<file path="config.mk">
export PLATFORM = sky130hd
export DESIGN_NAME = logic_unit_32_bits
export DESIGN_NICKNAME = d
export VERILOG_FILES = /design/src/rtl/logic_unit_32_bits.sv
export SDC_FILE = /design/constraint.sdc
export NUM_CORES = 1
export LEC_CHECK = 0
export CELL_PAD_IN_SITES_DETAIL_PLACEMENT = 0
export CELL_PAD_IN_SITES_GLOBAL_PLACEMENT = 1
export CORE_ASPECT_RATIO = 1.2
export CORE_UTILIZATION = 42
export CTS_BUF_LIST = sky130_fd_sc_hd__clkbuf_4 sky130_fd_sc_hd__clkbuf_8 sky130_fd_sc_hd__clkbuf_16
export DETAILED_ROUTE_END_ITERATION = 10
export DONT_BUFFER_PORTS = 1
export PLACE_DENSITY = 0.74
export SETUP_SLACK_MARGIN = 0.3
export SYNTH_ARGS = -nofsm -noshare
export SYNTH_HDL_FRONTEND = slang
export SYNTH_SLANG_ARGS = --single-unit
</file>
<file path="constraint.sdc">
create_clock -name clk -period 2.4 [get_ports clk]
set_input_delay 0.48 -clock clk [delete_from_list [all_inputs] [get_ports clk]]
set_output_delay 0.48 -clock clk [all_outputs]
set_load 0.05 [all_outputs]
</file>
<file path="src/rtl/logic_unit_32_bits.sv">
// Sequential bitwise logic unit (NOT/AND/OR/XOR) computing SLICE bits per cycle,
// with valid/ready handshakes on request and result sides.
`timescale 1ns/1ps
module logic_unit_32_bits #(
   parameter int unsigned WIDTH = 32,
   parameter int unsigned SLICE = 8
) (
   input  logic             clk,
   input  logic             reset,
   input  logic             in_valid,
   output logic             in_ready,
   input  logic [1:0]       op,
   input  logic [WIDTH-1:0] A,
   input  logic [WIDTH-1:0] B,
   output logic             out_valid,
   input  logic             out_ready,
   output logic [WIDTH-1:0] S,
   output logic             zero
);

   localparam int unsigned N    = WIDTH / SLICE;
   localparam int unsigned CntW = (N > 1) ? $clog2(N) : 1;
   localparam logic [CntW-1:0] LastCnt = CntW'(N - 1);

   typedef enum logic [1:0] {StIdle, StBusy, StDone} state_e;

   state_e            state_q;
   logic [CntW-1:0]   cnt_q;
   logic [WIDTH-1:0]  a_q;
   logic [WIDTH-1:0]  b_q;
   logic [1:0]        op_q;
   logic [WIDTH-1:0]  s_q;

   logic [31:0]       base;
   logic [SLICE-1:0]  a_sl;
   logic [SLICE-1:0]  b_sl;
   logic [SLICE-1:0]  r_sl;

   // Current slice is selected from the latched operands only.
   always_comb begin
      base = 32'(cnt_q) * SLICE;
      a_sl = a_q[base +: SLICE];
      b_sl = b_q[base +: SLICE];
      r_sl = '0;
      unique case (op_q)
         2'b00:   r_sl = ~a_sl;
         2'b01:   r_sl = a_sl & b_sl;
         2'b10:   r_sl = a_sl | b_sl;
         2'b11:   r_sl = a_sl ^ b_sl;
         default: r_sl = '0;
      endcase
   end

   always_ff @(posedge clk) begin
      if (reset) begin
         state_q <= StIdle;
         cnt_q   <= '0;
         a_q     <= '0;
         b_q     <= '0;
         op_q    <= '0;
         s_q     <= '0;
      end else begin
         unique case (state_q)
            StIdle: begin
               if (in_valid) begin
                  a_q     <= A;
                  b_q     <= B;
                  op_q    <= op;
                  s_q     <= '0;
                  cnt_q   <= '0;
                  state_q <= StBusy;
               end
            end
            StBusy: begin
               s_q[base +: SLICE] <= r_sl;
               cnt_q              <= cnt_q + CntW'(1);
               if (cnt_q == LastCnt) begin
                  state_q <= StDone;
               end
            end
            StDone: begin
               if (out_ready) begin
                  state_q <= StIdle;
               end
            end
            default: state_q <= StIdle;
         endcase
      end
   end

   // in_ready is masked by reset so no request is taken while reset is held.
   assign in_ready  = (state_q == StIdle) && !reset;
   assign out_valid = (state_q == StDone);
   assign S         = s_q;
   assign zero      = (state_q == StDone) && (s_q == '0);

endmodule

</file>
# After elaboration in Yosys (flattened, before gate mapping)
# Index checks and enable logic that the tools add are counted.
[classes]
n_addsub = 2
mul = 0
div = 0
order_cmp = 0
n_eq_ne = 9
n_shift = 4
muxes = 10
bitwise = 4
reduce_logical = 10
[op_table]
columns = ["op", "n"]
rows = [
  ["$pmux 32 s2", 1],
  ["$shiftx 32x6->8", 2],
  ["$neg 5->34", 1],
  ["$shift 8x34->32 const A", 1],
  ["$shiftx 8x34->32", 1],
  ["$bwmux 32", 1],
  ["$logic_not 32->1", 1],
  ["$mux 32", 1],
  ["$pmux 8 s4", 1],
  ["$and 8x8->8", 1],
  ["$eq 2x2->1 const B", 4],
  ["$mux 2", 4],
  ["$not 8->8", 1],
  ["$or 8x8->8", 1],
  ["$xor 8x8->8", 1],
  ["$pmux 2 s3", 1],
  ["$eq 2x1->1 const B", 2],
  ["$logic_not 2->1", 2],
  ["$ne 2x2->1 const B", 2],
  ["$pmux 2 s2", 1],
  ["$reduce_and 2->1", 2],
  ["$reduce_and 3->1", 1],
  ["$add 2x1->2 const B", 1],
  ["$logic_and 1x1->1", 2],
  ["other kinds (3)", 3],
]
[totals]
ff_bits = 102
latch_bits = 0
ram_bits = 0
mem_bits_ro = 0
inputBits = 70
out_inout_bits = 35
n_memories = 0

# Logic depth before layout (Yosys ltp)
# Gate-level depths: netlist (run 1).
[depth]
ltp_word = 6
depth_mapped = 9

# Worst setup path after synthesis (run 1)
# OpenSTA, ideal clock, no wires.
[synth_path]
kind = "register to output"
startpoint = "register s_q[7] (netlist: S[7])"
endpoint = "output port zero"
arrival_ps = 2544
setup_slack_ps = -624
stages_incl_launch_ff = 3
n_path_buf = 0
cell_sequence = "dfxtp_1 -> or4_1 -> nor4_1"
[synth_via]
elab_chain_cells = 2
[synth_lines]
columns = ["item", "line_no", "source"]
rows = [
  ["from (decl)", "32", "logic [WIDTH-1:0] s_q;"],
  ["from (signal, indexed assignment)", "75", "s_q[base +: SLICE] <= r_sl;"],
  ["$logic_not 32->1", "95", "assign zero = (state_q == StDone) && (s_q == '0);"],
  ["$logic_and 1x1->1", "95", ""],
  ["to (decl)", "18", "output logic zero"],
]
# Every way passes these cells.

# Final worst setup path (run 1)
[layout_path]
startpoint = "register cnt_q[0]"
endpoint = "register s_q[2] (netlist: S[2])"
[layout_via]
elab_chain_cells = 6
elab_cells_between_ends = 12
cone_classes = "add/sub: 1; shift: 4; mux: 3; bitwise: 4"
[layout_lines]
columns = ["item", "line_no", "source"]
rows = [
  ["from (decl)", "28", "logic [CntW-1:0] cnt_q;"],
  ["from (signal assigned)", "76", "cnt_q <= cnt_q + CntW'(1);"],
  ["$shiftx 32x6->8 (on tied branches)", "42, 43", ""],
  ["$xor 8x8->8, or another cell as far along", "49", "2'b11: r_sl = a_sl ^ b_sl;"],
  ["$pmux 8 s4", "45", "unique case (op_q)"],
  ["$shiftx 8x34->32", "75", ""],
  ["$bwmux 32 (*)", "75", ""],
  ["$pmux 32 s2 (*)", "63", "unique case (state_q)"],
]
# Mark *: on every way between the ends. The rest lies on a longest branch, timed or not.
# A chain may end at the register's enable or synchronous reset.

==> impl_results.md, run 1 <==
* Hold Path Origin: reset
* Initial DRT Pass Iterations at 4
* Synth Net Count at 608
* Pint at 2.88 mW
* Synthesized cell area at 0.00459 mm²
* GRT Total Usage at 0.211
* Worst min-delay path category: in2reg
* RePlAce Congestion at 0.778
* Fin area at 0.00563 mm²
* Max Root-Sink Buffers at 2
* DRT antenna net count at 0
* Setup Skew at 0.00833 ns
* Final Slew Violations at 0
* Final wirelength at 11.7 mm
* Port-buffer cells at 0
* Filler cells at 997
* Clock power frac at 0.375
* Most used cell along the critical path: mux4_2
* Peak VDD IR at approximately 0.36 mV
* Sw Pwr at 1.03 mW
* Worst-Skew Late Latency at 0.34 ns
* Share of power burned in registers at 0.467
* CP max FO at 6
* Top cells by area, synth: dfxtp_1, nand2_1, mux4_2, a21oi_1, a2bb2oi_1
* Cells after synthesis at 518
* Worst hold endpoint: b_q[3]
* CTS tree: done
* Mapped Avg Cell Area at between 8 and 9 µm²
* Status: finished, final reports clean
* Period utilization at 0.926
* Placed instance count at 652
* Worst path arrival time at 2.50 ns
* RSZ-0062 raised after global routing: yes
* CP Data Required Time at 2.68 ns
* Most frequent cells in the layout: nand2_1, dfxtp_1, a21oi_1
* Largest net degree at the start of global routing at ~100
* I/O pins at 105
* Reg-to-reg startpoint: cnt_q[0]
* Antenna violations before repair at 0
* Fin crit period at approximately 2.2 ns
* Clk sink count at between 100 and 150
* Post-synth top area share at 0.445
* Layout Utilization at 0.532
* WHS at between 0.2 and 0.25 ns
* Vias in the first global route at 3696
* Pre-CTS WS at 0.0580 ns
* H-tree levels at 3
* CP endpoint kind: flop
* Yosys top cell by area: dfxtp_1
* # DRC at 0
* Cell family with most CP delay: multiplexers
* PnR worst setup slack at 0.178 ns
* Core area at roughly 0.011 mm²
* Clk slew on worst S/H paths at 0.07 ns
* Die height at 116 µm
* Final hold violations at 0
* # diodes at 0
* Gr ovfl total at 0
* Sequential-to-total area share from yosys stat at 0.445
* Reg2reg end: S[2]
* Sequential Area at 0.00206 mm²
* Yosys warns at 0
* Achievable clock frequency at 450 MHz
* Layout cell share with drive strength beyond 1 at 0.272
* Combinational Power Share at 0.157
* Critical setup path kind: reg2reg
* Setup violators final at 0
* Nets at 637
* Register bit count reported by yosys at 102
* CTS Buf Count at 9
* Worst slew margin at 0.608
* CTS root buf: clkbuf_16
* CTS Hold Bufs at 0
* Pwr dens at 695 mW/mm²
* Layout area overhead at 22.6%
* FP Rows at 41
* Die area at 0.0113 mm²
* Startpoint types: flop
* LEAKAGE at 2.22 nW
* Hold path cells at 1
* Number of max-cap violations at 0
* Chip width at 97.4 µm
* CP peak stage delay at 0.58 ns
* Slew @ Worst Pin at just under 0.6 ns
* Placed Area at 0.00496 mm²
* Commonest non-fill, non-tap cell in the layout: nand2_1
* Worst reg2reg path depth at 8
* Non-filler cells, final at 681
* Slowest cell on the critical path: mux4_2
* First-pass GRT wire length at around 19 mm
* Multi-input logic area at 0.00254 mm²
* Overall power at 3.91 mW
* Sw Ratio at 0.263
* Critical path, cell by cell: buf_12 -> mux4_2 -> inv_2 -> ha_1 -> inv_1 -> mux4_2 -> a2bb2oi_2 -> nor2_1
* Drt via density at 5.44
* Internal reg-to-reg setup slack at 0.18 ns
* Final setup TNS at 0 ns
* Post-DP HPWL at 8.11 mm
* Starting Density at 0.434
* Initial DRC count at 121
* Worst path bufs/invs at 3
* Unique masters post-synth at 28
* Vias at 3708
* DR WL/cell at 17.3 µm
state kept, by name (all words and copies together), names as in the netlist:
signal	cells
S	32
state_q	2
a_q	32
cnt_q	2
b_q	32
op_q	2
worst max path at each step:
stage	cells after the start	start	end	slack, ns
floorplan	2	S[7]	zero	0.21
global placement	7	cnt_q[0]	S[23]	0.12
detailed placement	7	cnt_q[0]	S[23]	0.06
CTS	8	cnt_q[0]	S[29]	0.20
global route	8	cnt_q[0]	S[22]	0.09
finish	8	cnt_q[0]	S[2]	0.18
final cells by class:
| type | count | share of cell area |
|---|---|---|
| multi-input cells | 348 | 0.451 |
| flip-flops and latches | 102 | 0.365 |
| repair buffers | 51 | 0.0783 |
| clock buffers | 10 | 0.0425 |
| well taps | 129 | 0.0287 |
| inverters | 35 | 0.0234 |
| clock inverters | 6 | 0.0109 |
logic make-up (layout without fill, tap and decap cells):
logic type               after synthesis  count (layout)  share of synthesized area
AND/OR/NAND/NOR                      197             197                      0.174
flip-flops                           102             102                      0.445
buffers and inverters                 68             102                     0.0575
multiplexers                          24              24                      0.121
adder cells (fa/ha/maj)               20              20                     0.0545
AO/OA/AOI/OAI                        107             107                      0.148
layer usage:
metal | global-route usage | part of all wire | up-vias | routed length (µm)
li1 | - | - | 1818 | -
met1 | 0.259 | 0.43 | 1775 | 5020
met2 | 0.366 | 0.50 | 101 | 5870
met3 | 0.0479 | 0.052 | 14 | 607
met4 | 0.0765 | 0.021 | 0 | 250
met5 | 0 | 0 | - | 0
Yosys cell counts (all sizes together):
master	n
nand4	1
nand2	136
or2	1
dfxtp	102
a211oi	1
nor4	8
or4	1
and3b	1
nand3	5
mux4	24
ha	20
o21bai	1
nor2	37
a2bb2oi	32
nor2b	1
clkbuf	27
a21o	4
o22a	1
buf	6
nor3b	2
nor3	1
a21oi	68
nand2b	3
inv	35
power groups by stage:
stage | clock, mW | sequential, mW | combinational [mW]
after floorplan | 0 | 1.88 | 0.398
after global placement | 0 | 1.87 | 0.506
after detailed placement | 0 | 1.87 | 0.522
after CTS | 1.50 | 1.83 | 0.594
after global routing | 1.56 | 1.84 | 0.674
final | 1.47 | 1.83 | 0.615
timing repair:
action | 4_1_cts | 5_1_grt
hold endpoints to repair | 0 | 0
pin swaps | 18 | 11
resized for setup | 36 | 25
setup buffers | 13 | 0
cloned | 0 | 0
endpoints found under the setup margin | 33 | 33
worst reg2reg max path: stages (launching register included):
cell	delay (ns)
dfxtp_4	0.40
buf_12	0.14
mux4_2	0.56
inv_2	0.07
ha_1	0.12
inv_1	0.03
mux4_2	0.58
a2bb2oi_2	0.17
nor2_1	0.09
(Power assumes the default switching activity.)
==> inputs of run 2 (changes only) <==
- PLACE_DENSITY: 0.74 -> 0.72
==> impl_results.md, run 2 (synthesized netlist as in run 1, its figures left out) <==
* Layout cell share with drive strength beyond 1 at 0.245
* Post-DP HPWL at 8.08 mm
* Final setup TNS at 0 ns
* Hold Path Origin: reset
* Worst slew margin at 0.629
* Gr ovfl total at 0
* PnR worst setup slack at 0.183 ns
* Status: finished, final reports clean
* Reg2reg end: S[19]
* Final hold violations at 0
* Placed Area at 0.00497 mm²
* Critical setup path kind: reg2reg
* Max Root-Sink Buffers at 2
* Pwr dens at 690 mW/mm²
* CP endpoint kind: flop
* DRT antenna net count at 0
* Vias at 3669
* GRT Total Usage at 0.208
* I/O pins at 105
* FP Rows at 41
* Number of max-cap violations at 0
* Initial DRT Pass Iterations at 4
* CP Data Required Time at between 2 and 3 ns
* Layout area overhead at 20.5%
* Commonest non-fill, non-tap cell in the layout: nand2_1
* Fin area at between 0.005 and 0.006 mm²
* Worst min-delay path category: in2reg
* Initial DRC count at 138
* Hold path cells at 1
* Final wirelength at 11.5 mm
* CTS Buf Count at 9
* Achievable clock frequency at 451 MHz
* Fin crit period at 2.22 ns
* Non-filler cells, final at just under 700
* Setup violators final at 0
* DR WL/cell at 16.9 µm
* Port-buffer cells at 0
* Largest net degree at the start of global routing at ~100
* Drt via density at 5.39
* Slew @ Worst Pin at approximately 0.56 ns
* Most frequent cells in the layout: nand2_1, dfxtp_1, a21oi_1
* CP max FO at 6
* Chip width at 97.4 µm
* Vias in the first global route at 3589
* WHS at 0.199 ns
* CTS tree: done
* Core area at 0.0106 mm²
* Final Slew Violations at 0
* Die area at 0.0113 mm²
* Clk sink count at 102
* First-pass GRT wire length at 18.4 mm
* RePlAce Congestion at 0.794
* Period utilization at 0.924
* # diodes at 0
* Worst reg2reg path depth at 8
* Worst hold endpoint: b_q[27]
* RSZ-0062 raised after global routing: yes
* Die height at 116 µm
* CTS root buf: clkbuf_16
* Worst-Skew Late Latency at 0.34 ns
* Pre-CTS WS at 0.0605 ns
* Reg-to-reg startpoint: cnt_q[0]
* # DRC at 0
* CTS Hold Bufs at 0
* Nets at 637
* Clk slew on worst S/H paths at 0.07 ns
* Worst path arrival time at 2.49 ns
* Peak VDD IR at around 0.32 mV
* Setup Skew at 0.00870 ns
* H-tree levels at 3
* LEAKAGE at 2.19 nW
* Starting Density at 0.434
* Startpoint types: flop
* Internal reg-to-reg setup slack at between 0.15 and 0.2 ns
* Antenna violations before repair at 0
* Placed instance count at 653
[run 2: cell count changes in the layout (fill, tap and decap cells not counted), moves of 2 or more]
cell       previous run  this run
nor4_2                2         4
nand3_1               1         5
dfxtp_1              97       100
dfxtp_4               3         1
inv_6                 0         3
a2bb2oi_1             6        17
nand3_2               4         0
a2bb2oi_2            26        15
[run 2: timing repair]
action,in CTS,in global routing
setup endpoints to repair,33,33
cloned,0,1
resized for setup,14,30
pin swaps,5,19
setup buffers,7,4
[run 2: worst max-delay path, cell delays in order (launching register included)]
cell	delay [ns]
dfxtp_4	0.39
clkbuf_16	0.17
mux4_2	0.54
inv_2	0.07
ha_1	0.11
inv_1	0.03
mux4_2	0.56
a2bb2oi_2	0.17
nor2_1	0.10
[run 2: area by class of cell]
cell class,count,area [µm²]
Fill cell,1016,5040
Multi-Input combinational cell,348,2460
Sequential cell,102,2050
Timing Repair Buffer,51,449
Clock buffer,9,225
Tap cell,129,161
Inverter,35,131
Clock inverter,7,55.1
[run 2: how the worst max path moves through the flow]
stage / startpoint / to / slack (ns) / cells past startpoint
after floorplan: S[7] / zero / 0.21 / 2
after global placement: cnt_q[0] / S[27] / 0.09 / 7
after detailed placement: cnt_q[0] / S[19] / 0.06 / 7
after CTS: cnt_q[0] / S[28] / 0.19 / 8
after global routing: cnt_q[0] / S[24] / 0.09 / 8
final: cnt_q[0] / S[19] / 0.18 / 8
[run 2: where the power goes]
group / internal (mW) / switching (mW) / total (mW)
Sequential: 1.77 / 0.0552 / 1.83
Clock: 0.719 / 0.674 / 1.39
Combinational: 0.269 / 0.323 / 0.592
Total: 2.76 / 1.05 / 3.81
[run 2: metal layers]
metal / GRT usage / up-vias / part of all wire / wire length (µm)
li1: - / 1815 / - / -
met1: 0.253 / 1752 / 0.44 / 5020
met2: 0.372 / 92 / 0.50 / 5800
met3: 0.0485 / 10 / 0.048 / 551
met4: 0.0559 / 0 / 0.012 / 138
met5: 0 / - / 0 / 0
[run 2: metrics by stage]
| step | util | power, mW |
|---|---|---|
| 6_report | 0.523 | 3.81 |
| 3_5_place_dp | 0.470 | 2.39 |
| 2_1_floorplan | - | 2.28 |
| 5_1_grt | 0.523 | 3.99 |
| 3_3_place_gp | 0.470 | 2.38 |
| 4_1_cts | 0.506 | 3.80 |
